File: src/rtl/d_card_driver.sv
// Card-side SD 4-bit D-line engine: streams RAM blocks to the host on send,
// captures host blocks into RAM on receive and answers with CRC status and busy.
module d_card_driver #(
  parameter int RAM_BLOCKS  = 8,
  parameter int NAC_CYCLES  = 2,
  parameter int BUSY_CYCLES = 16
) (
  input  logic                          iclk,
  input  logic                          irst,
  input  logic [3:0]                    idata_sd,
  output logic [3:0]                    odata_sd,
  output logic                          odata_sd_en,
  input  logic                          isend,
  input  logic                          irecv,
  output logic [$clog2(RAM_BLOCKS)-1:0] osel_ram,
  output logic [9:0]                    oaddr,
  input  logic [3:0]                    irdata,
  output logic [3:0]                    owdata,
  output logic                          owrite_en,
  output logic                          ocrc_err,
  output logic                          odone,
  output logic                          obusy
);

  localparam int SEL_W = $clog2(RAM_BLOCKS);
  localparam int CNT_W = 16;
  localparam logic [SEL_W-1:0] LAST_SEL = SEL_W'(RAM_BLOCKS - 1);

  // Control handshake: isend/irecv are single-cycle requests sampled only in
  // IDLE (isend has priority); obusy is high from the following clock until
  // the transaction ends, and odone pulses for one clock when it does.

  typedef enum logic [3:0] {
    IDLE,
    SEND_WAIT,
    SEND_START,
    SEND_DATA,
    SEND_CRC,
    SEND_END,
    RCV_WAIT,
    RCV_DATA,
    RCV_CRC,
    RCV_END,
    RCV_TURN,
    RCV_STATUS,
    RCV_BUSY
  } state_t;

  state_t            state_q, state_d;
  logic [CNT_W-1:0]  cnt_q, cnt_d;
  logic [3:0][15:0]  crc_q, crc_d;
  logic              err_q, err_d;
  logic [3:0]        data_d;
  logic              en_d;
  logic [9:0]        addr_d;
  logic [SEL_W-1:0]  sel_d;
  logic              crc_err_d;
  logic              done_d;
  logic [4:0]        tok;
  logic [3:0]        crc_msb;

  function automatic logic [15:0] crc_step(input logic [15:0] c, input logic b);
    logic fb;
    fb = c[15] ^ b;
    return {c[14:0], 1'b0} ^ (fb ? 16'h1021 : 16'h0000);
  endfunction

  // D0 status token, MSB first: start 0, three status bits, end 1.
  assign tok     = err_q ? 5'b01011 : 5'b00101;
  assign crc_msb = {crc_q[3][15], crc_q[2][15], crc_q[1][15], crc_q[0][15]};

  assign owdata    = idata_sd;
  assign owrite_en = (state_q == RCV_DATA);
  assign obusy     = (state_q != IDLE);

  always_ff @(posedge iclk or posedge irst) begin
    if (irst) begin
      state_q     <= IDLE;
      cnt_q       <= '0;
      crc_q       <= '0;
      err_q       <= 1'b0;
      odata_sd    <= 4'hF;
      odata_sd_en <= 1'b0;
      oaddr       <= '0;
      osel_ram    <= '0;
      ocrc_err    <= 1'b0;
      odone       <= 1'b0;
    end else begin
      state_q     <= state_d;
      cnt_q       <= cnt_d;
      crc_q       <= crc_d;
      err_q       <= err_d;
      odata_sd    <= data_d;
      odata_sd_en <= en_d;
      oaddr       <= addr_d;
      osel_ram    <= sel_d;
      ocrc_err    <= crc_err_d;
      odone       <= done_d;
    end
  end

  always_comb begin
    state_d   = state_q;
    cnt_d     = cnt_q;
    crc_d     = crc_q;
    err_d     = err_q;
    data_d    = odata_sd;
    en_d      = odata_sd_en;
    addr_d    = oaddr;
    sel_d     = osel_ram;
    crc_err_d = 1'b0;
    done_d    = 1'b0;

    case (state_q)
      IDLE: begin
        data_d = 4'hF;
        en_d   = 1'b0;
        addr_d = '0;
        sel_d  = '0;
        cnt_d  = '0;
        if (isend) begin
          state_d = SEND_WAIT;
        end else if (irecv) begin
          state_d = RCV_WAIT;
        end
      end

      SEND_WAIT: begin
        cnt_d = cnt_q + CNT_W'(1);
        if (cnt_q == CNT_W'(NAC_CYCLES - 1)) begin
          state_d = SEND_START;
          data_d  = 4'h0;
          en_d    = 1'b1;
          addr_d  = '0;
          crc_d   = '0;
        end
      end

      // The output register lags oaddr by one clock, so the RAM word for
      // address n is captured on the edge that advances oaddr to n+1.
      SEND_START: begin
        state_d = SEND_DATA;
        data_d  = irdata;
        addr_d  = oaddr + 10'd1;
        for (int i = 0; i < 4; i++) crc_d[i] = crc_step(crc_q[i], irdata[i]);
      end

      SEND_DATA: begin
        if (oaddr == 10'd0) begin
          state_d = SEND_CRC;
          cnt_d   = '0;
          data_d  = crc_msb;
          for (int i = 0; i < 4; i++) crc_d[i] = {crc_q[i][14:0], 1'b0};
        end else begin
          data_d = irdata;
          addr_d = oaddr + 10'd1;
          for (int i = 0; i < 4; i++) crc_d[i] = crc_step(crc_q[i], irdata[i]);
        end
      end

      SEND_CRC: begin
        cnt_d = cnt_q + CNT_W'(1);
        if (cnt_q == CNT_W'(15)) begin
          state_d = SEND_END;
          data_d  = 4'hF;
        end else begin
          data_d = crc_msb;
          for (int i = 0; i < 4; i++) crc_d[i] = {crc_q[i][14:0], 1'b0};
        end
      end

      SEND_END: begin
        en_d   = 1'b0;
        data_d = 4'hF;
        cnt_d  = '0;
        if (osel_ram == LAST_SEL) begin
          state_d = IDLE;
          sel_d   = '0;
          done_d  = 1'b1;
        end else begin
          state_d = SEND_WAIT;
          sel_d   = osel_ram + SEL_W'(1);
        end
      end

      RCV_WAIT: begin
        en_d   = 1'b0;
        data_d = 4'hF;
        if (idata_sd == 4'h0) begin
          state_d = RCV_DATA;
          addr_d  = '0;
          crc_d   = '0;
          err_d   = 1'b0;
        end
      end

      RCV_DATA: begin
        addr_d = oaddr + 10'd1;
        for (int i = 0; i < 4; i++) crc_d[i] = crc_step(crc_q[i], idata_sd[i]);
        if (oaddr == 10'd1023) begin
          state_d = RCV_CRC;
          cnt_d   = '0;
        end
      end

      RCV_CRC: begin
        cnt_d = cnt_q + CNT_W'(1);
        if (idata_sd != crc_msb) err_d = 1'b1;
        for (int i = 0; i < 4; i++) crc_d[i] = {crc_q[i][14:0], 1'b0};
        if (cnt_q == CNT_W'(15)) state_d = RCV_END;
      end

      RCV_END: begin
        if (idata_sd != 4'hF) err_d = 1'b1;
        state_d = RCV_TURN;
        cnt_d   = '0;
      end

      RCV_TURN: begin
        cnt_d = cnt_q + CNT_W'(1);
        if (cnt_q == CNT_W'(1)) begin
          state_d = RCV_STATUS;
          cnt_d   = '0;
          en_d    = 1'b1;
          data_d  = 4'b1110;
        end
      end

      RCV_STATUS: begin
        cnt_d = cnt_q + CNT_W'(1);
        if (cnt_q == CNT_W'(4)) begin
          cnt_d = '0;
          if (err_q) begin
            state_d   = IDLE;
            en_d      = 1'b0;
            data_d    = 4'hF;
            sel_d     = '0;
            crc_err_d = 1'b1;
            done_d    = 1'b1;
          end else begin
            state_d = RCV_BUSY;
            data_d  = 4'b1110;
          end
        end else begin
          data_d = {3'b111, tok[2'd3 - cnt_q[1:0]]};
        end
      end

      // D0 low for BUSY_CYCLES clocks, then one clock high before release.
      RCV_BUSY: begin
        cnt_d = cnt_q + CNT_W'(1);
        if (cnt_q == CNT_W'(BUSY_CYCLES - 1)) begin
          data_d = 4'hF;
        end else if (cnt_q == CNT_W'(BUSY_CYCLES)) begin
          en_d   = 1'b0;
          data_d = 4'hF;
          cnt_d  = '0;
          if (osel_ram == LAST_SEL) begin
            state_d = IDLE;
            sel_d   = '0;
            done_d  = 1'b1;
          end else begin
            state_d = RCV_WAIT;
            sel_d   = osel_ram + SEL_W'(1);
          end
        end
      end

      default: begin
        state_d = IDLE;
      end
    endcase
  end

endmodule
File: config.mk
export PLATFORM = sky130hd
export DESIGN_NAME = d_card_driver
export DESIGN_NICKNAME = d
export VERILOG_FILES = /design/src/rtl/d_card_driver.sv
export SDC_FILE = /design/constraint.sdc
export NUM_CORES = 1
export LEC_CHECK = 0
export ABC_CLOCK_PERIOD_IN_PS = 9790
export BUFFER_PORTS_ARGS = -buffer_cell sky130_fd_sc_hd__buf_2
export CAP_MARGIN = 20
export CORE_ASPECT_RATIO = 1.5
export CORE_UTILIZATION = 50
export DETAILED_ROUTE_END_ITERATION = 16
export HOLD_SLACK_MARGIN = 0.05
export PLACE_DENSITY = 0.66
export SYNTH_ARGS = -nofsm -noshare
export SYNTH_HDL_FRONTEND = slang
export SYNTH_SLANG_ARGS = --single-unit
File: constraint.sdc
create_clock -name iclk -period 9.79 [get_ports iclk]
set_clock_uncertainty 0.05 [all_clocks]
set_input_delay 1.958 -clock iclk [delete_from_list [all_inputs] [get_ports iclk]]
set_output_delay 1.958 -clock iclk [all_outputs]
set_load 0.005 [all_outputs]
* Yosys cells after proc, flatten, opt, wreduce, memory -nomap -nowiden
Cells that the tools add are included.
Operators by class: $add $sub $neg 4, bitwise gates (word level) 16, magnitude comparators 1, muxes and demuxes 75, eq/ne operators 38, reduce and logical (&&, ||, !) cells 24
Operators by type and width (count):
- one-hot mux 64 bit (7 select lines) | 1
- 2-to-1 mux 64 bit | 4
- bitwise XOR 16 x 13 -> 16 bit | 8
- one-hot mux 16 bit (7 select lines) | 1
- 2-to-1 mux 13 bit | 8
- 2-to-1 mux 16 bit | 6
- 2-to-1 mux 4 bit | 21
- one-hot mux 4 bit (13 select lines) | 1
- one-hot mux 10 bit (5 select lines) | 1
- one-hot mux 4 bit (8 select lines) | 1
- 2-to-1 mux 10 bit | 3
- != test 2 bit, second input constant | 14
- equality test 4 bit, second input constant | 5
- 2-to-1 mux 3 bit | 6
- 2-to-1 mux 1 bit | 17
- adder 16 x 1 -> 16 bit, second input constant | 1
- equality test 16 x 1 -> 1 bit, second input constant | 1
- equality test 16 x 3 -> 1 bit, second input constant | 1
- equality test 16 x 4 -> 1 bit, second input constant | 1
- equality test 16 x 5 -> 1 bit, second input constant | 1
- equality test 4 x 3 -> 1 bit, second input constant | 4
- AND reduction 4 bit | 4
- nonzero test 7 bit | 2
- one-hot mux 3 bit (4 select lines) | 1
- other kinds (28) | 45
Word-level totals: logic and storage cells 171, output and inout bits 26, bits in registers 105, input port bits 12

* Logic depth before layout (Yosys ltp)
depth after elaboration 5, mapped depth 10, gate-level depth less buffers 8

* Worst setup path after synthesis
Ideal clock, no wire load.
path kind in2out, from input idata_sd[0], to output owdata[0], data arrival time 2069 ps, slack 5713 ps, stages on the path 1, buffers on the path 1, required time 7782 ps, cells stage by stage buf_4
RTL lines:
- start, declared | line 10 | input logic [3:0] idata_sd,
- end, declared | line 18 | output logic [3:0] owdata,
No word-level cell between the ends.

* Worst setup path in the final report
from input idata_sd[3], to output owdata[3]
No word-level cell between the ends.

==> key figures <==
Timing
  – Crit share post-route: 43.4%
  – Worst-margin pin slew: just under 0.9 ns
  – Slew Limit Fails: 0
  – Rel. slew slack: 41.0%
  – Final Hold Fails: 0
  – Final setup viols: 0
  – Worst hold slack: approximately 0.43 ns
  – Fmax: between 0.2 and 0.25 GHz
  – TNS Setup: 0 ns
  – RSZ-0062 raised after global routing: no
  – Setup WS post-layout: roughly 5.5 ns
  – Fin crit period: roughly 4.3 ns

Power
  – Worst VDD drop: between 0.15 and 0.2 mV
  – NetSw: around 840 uW
  – Clk pwr share: 18.3%
  – Combinational share of power: between 40% and 50%
  – Reg power frac: approximately 36%
  – Internal power: 1080 uW
  – Sw Ratio: a little over two fifths
  – P_leak: around 0.0027 uW
  – PD cells: around 320 nW/um2

Clock tree
  – Worst-path clk slew: ~0.070 ns
  – CTS Hold Bufs: 0
  – CTS root buf: clkbuf_16
  – Clock Tree Buf Depth: 2
  – Clk sinks: between 100 and 150
  – TritonCTS Buffers: 9
  – Post-CTS Setup Bufs: 0
  – Clk_lat worst skew: between 0.3 and 0.4 ns
  – H-tree depth: 3
  – Post-cts resize count: 0
  – CTS tree: done

Worst setup path
  – Crit path capture type: output pin
  – Reg-to-reg startpoint: oaddr[0]$_DFFE_PP0P_
  – Critical path's slowest cell: buf_2
  – Req. time, crit path: a little under 8 ns
  – Worst Path Buf+Inv: 2
  – Critical Path Start: idata_sd[3]
  – Crit-path cells: buf_2 > buf_2
  – Crit start category: input pin
  – Crit-path max FO: 6
  – Crit path kind: input pin to output pin
  – Max incr delay on CP: about 0.15 ns
  – Crit Reg-Reg Endpoint: oaddr[2]$_DFFE_PP0P_
  – Reg2Reg Setup Slack: between 6 and 7 ns
  – Crit path top cell by count: buf_2
  – WP data arrival: 2.24 ns
  – Top Family by Delay on Critical Path: buffers and inverters
  – Worst reg2reg path depth: 7

Finish
  – Fin nets: ~590
  – Inserted Diodes: 0
  – Non-Filler Instances: 720
  – Area Growth Syn to Fin: 9.77%
  – Share of cells above drive strength 1: between 10% and 20%
  – Final Util: between 50% and 60%

Floorplan
  – Io pins: 38
  – Rows: 46
  – Die area: about 11000 um2
  – Core footprint: 10600 um2
  – Die X: 87.7 um
  – Initial core utilization: 51.7%
  – Die height: 131 um

Synth
  – Dominant cell type by area after synthesis: dfrtp_1
  – Main area contributors after synthesis: dfrtp_1, a22o_1, nand2_1, o21ai_0, a21oi_1
  – Async SR Flop Fraction: 100%
  – Mapped Cells: 557
  – Cell variety after synth: 66
  – Post-synth design cell area: around 5500 um2
  – Number of synthesized flops with an enable pin: 0
  – Area share of the largest cell type after synthesis: a little under half
  – Post-synthesis sequential area ratio: a little under half
  – Synth warn: 0
  – Synth Flop Type: dfrtp_1
  – Syn Nets: around 580
  – Yosys reg bits: roughly 110
  – Syn_area_per_cell: 9.88 um2

Drt
  – Initial DRC Count: approximately 380
  – Via count: roughly 4500
  – Drt via density: roughly 6.2
  – Wire length per cell: ~17 um
  – Drt first pass iters: 5
  – DR DRC count: 0
  – Final wirelength: 12200 um
  – Antenna viol nets, final: 0

Hold path
  – Min-Delay Endpoint: crc_q[60]$_DFFE_PP0P_
  – HP Start: crc_q[60]$_DFFE_PP0P_
  – Worst Hold Depth: 2
  – HP Class: register to register

Global routing
  – Total GRT Usage: a little under a quarter
  – GR Overflow Total: 0
  – Vias in the first global route: roughly 4200
  – Largest net degree at the start of global routing: between 80 and 90
  – First-pass GRT wire length: approximately 21000 um
  – Initial antenna violation count: 0

Placement
  – Placed Instances: 703
  – GP Congestion: ~0.89
  – PortBufs: 37
  – Place WS: between 5 and 6 ns
  – Post-DP HPWL: 8180 um

Job
  – Total of max-cap violations: 0

Status
  – Run status: completed
[cell type report]
cell class | count | area, um2
Clock inverter | 7 | 62.6
Timing Repair Buffer | 43 | 250
Sequential cell | 105 | 2630
Fill cell | 951 | 4600
Tap cell | 144 | 180
Inverter | 16 | 62.6
Multi-Input combinational cell | 396 | 2630
Clock buffer | 9 | 225
[power groups by stage]
| stage | registers, uW | logic [uW] | clock network (uW) |
|---|---|---|---|
| finish | 691 | 883 | 352 |
| global route | 711 | 988 | 376 |
| CTS | 689 | 880 | 361 |
| detailed placement | 696 | 876 | 0 |
| global placement | 695 | 863 | 0 |
| floorplan | 639 | 737 | 0 |
[logic make-up (layout without fill, tap and decap cells)]
kind of cell,Yosys count,in the layout,synth area share [%]
AO/OA/AOI/OAI,183,183,23.8
AND/OR/NAND/NOR,179,179,17.3
flip-flops,105,105,47.8
buffers and inverters,56,75,4.50
multiplexers,16,16,3.18
XOR/XNOR,10,10,1.59
adder cells (fa/ha/maj),8,8,1.82
[flip-flops by register name, summed over array words and instances (netlist names)]
signal,count
osel_ram,3
odone,1
crc_msb,4
crc_q,60
cnt_q,16
state_q,4
odata_sd_en,1
odata_sd,4
ocrc_err,1
err_q,1
oaddr,10
[cell usage after synthesis, drive strengths merged (2+ instances only)]
cell    number
dfrtp      101
nand2       59
a22o        55
o21ai       44
nor2        28
a21oi       27
nand3       26
buf         22
clkbuf      18
inv         16
nor3        11
mux2         9
nand4        9
o211ai       9
o22ai        9
ha           8
nand2b       8
o221ai       8
mux2i        7
and3         6
nor2b        5
o31ai        5
xnor2        5
xor2         5
a31oi        4
dfstp        4
or3          4
a21o         3
a22oi        3
and2         3
nor4         3
nor4b        3
o41ai        3
or2          3
a211oi       2
a221o        2
a31o         2
a32oi        2
nand4b       2
nor3b        2
o21a         2
[how the worst max path moves through the flow]
stage / end / slack, ns / depth (start not counted)
floorplan: cnt_q[0]$_DFFE_PP0P_ / 5.03 / 1
global placement: owdata[3] / 5.56 / 2
detailed placement: owdata[3] / 5.54 / 2
CTS: owdata[3] / 5.54 / 2
global route: owdata[3] / 5.53 / 2
finish: owdata[3] / 5.54 / 2
[layer usage]
layer,track usage [%],share of wire (%),vias to the layer above
met2,37.3,49,115
li1,-,-,2095
met3,2.83,3.3,19
met5,0,0,-
met4,9.74,1.9,0
met1,31.3,46,2241
[cells in the final DEF (no fill, tap or decap), drive strengths merged, types with 9 or more instances in the layout]
cell type  count
dfrtp        101
nand2         59
a22o          55
o21ai         44
buf           43
nor2          28
a21oi         27
nand3         26
inv           20
nor3          11
o22ai          9
o211ai         9
clkbuf         9
mux2           9
nand4          9
[metrics by stage]
stage	total power [uW]	area [um2]
floorplan	1380	5510
global placement	1560	5730
detailed placement	1570	5730
CTS	1930	6020
global route	2070	6040
finish	1930	6040
Note: power is estimated with default switching activity, not from simulation.
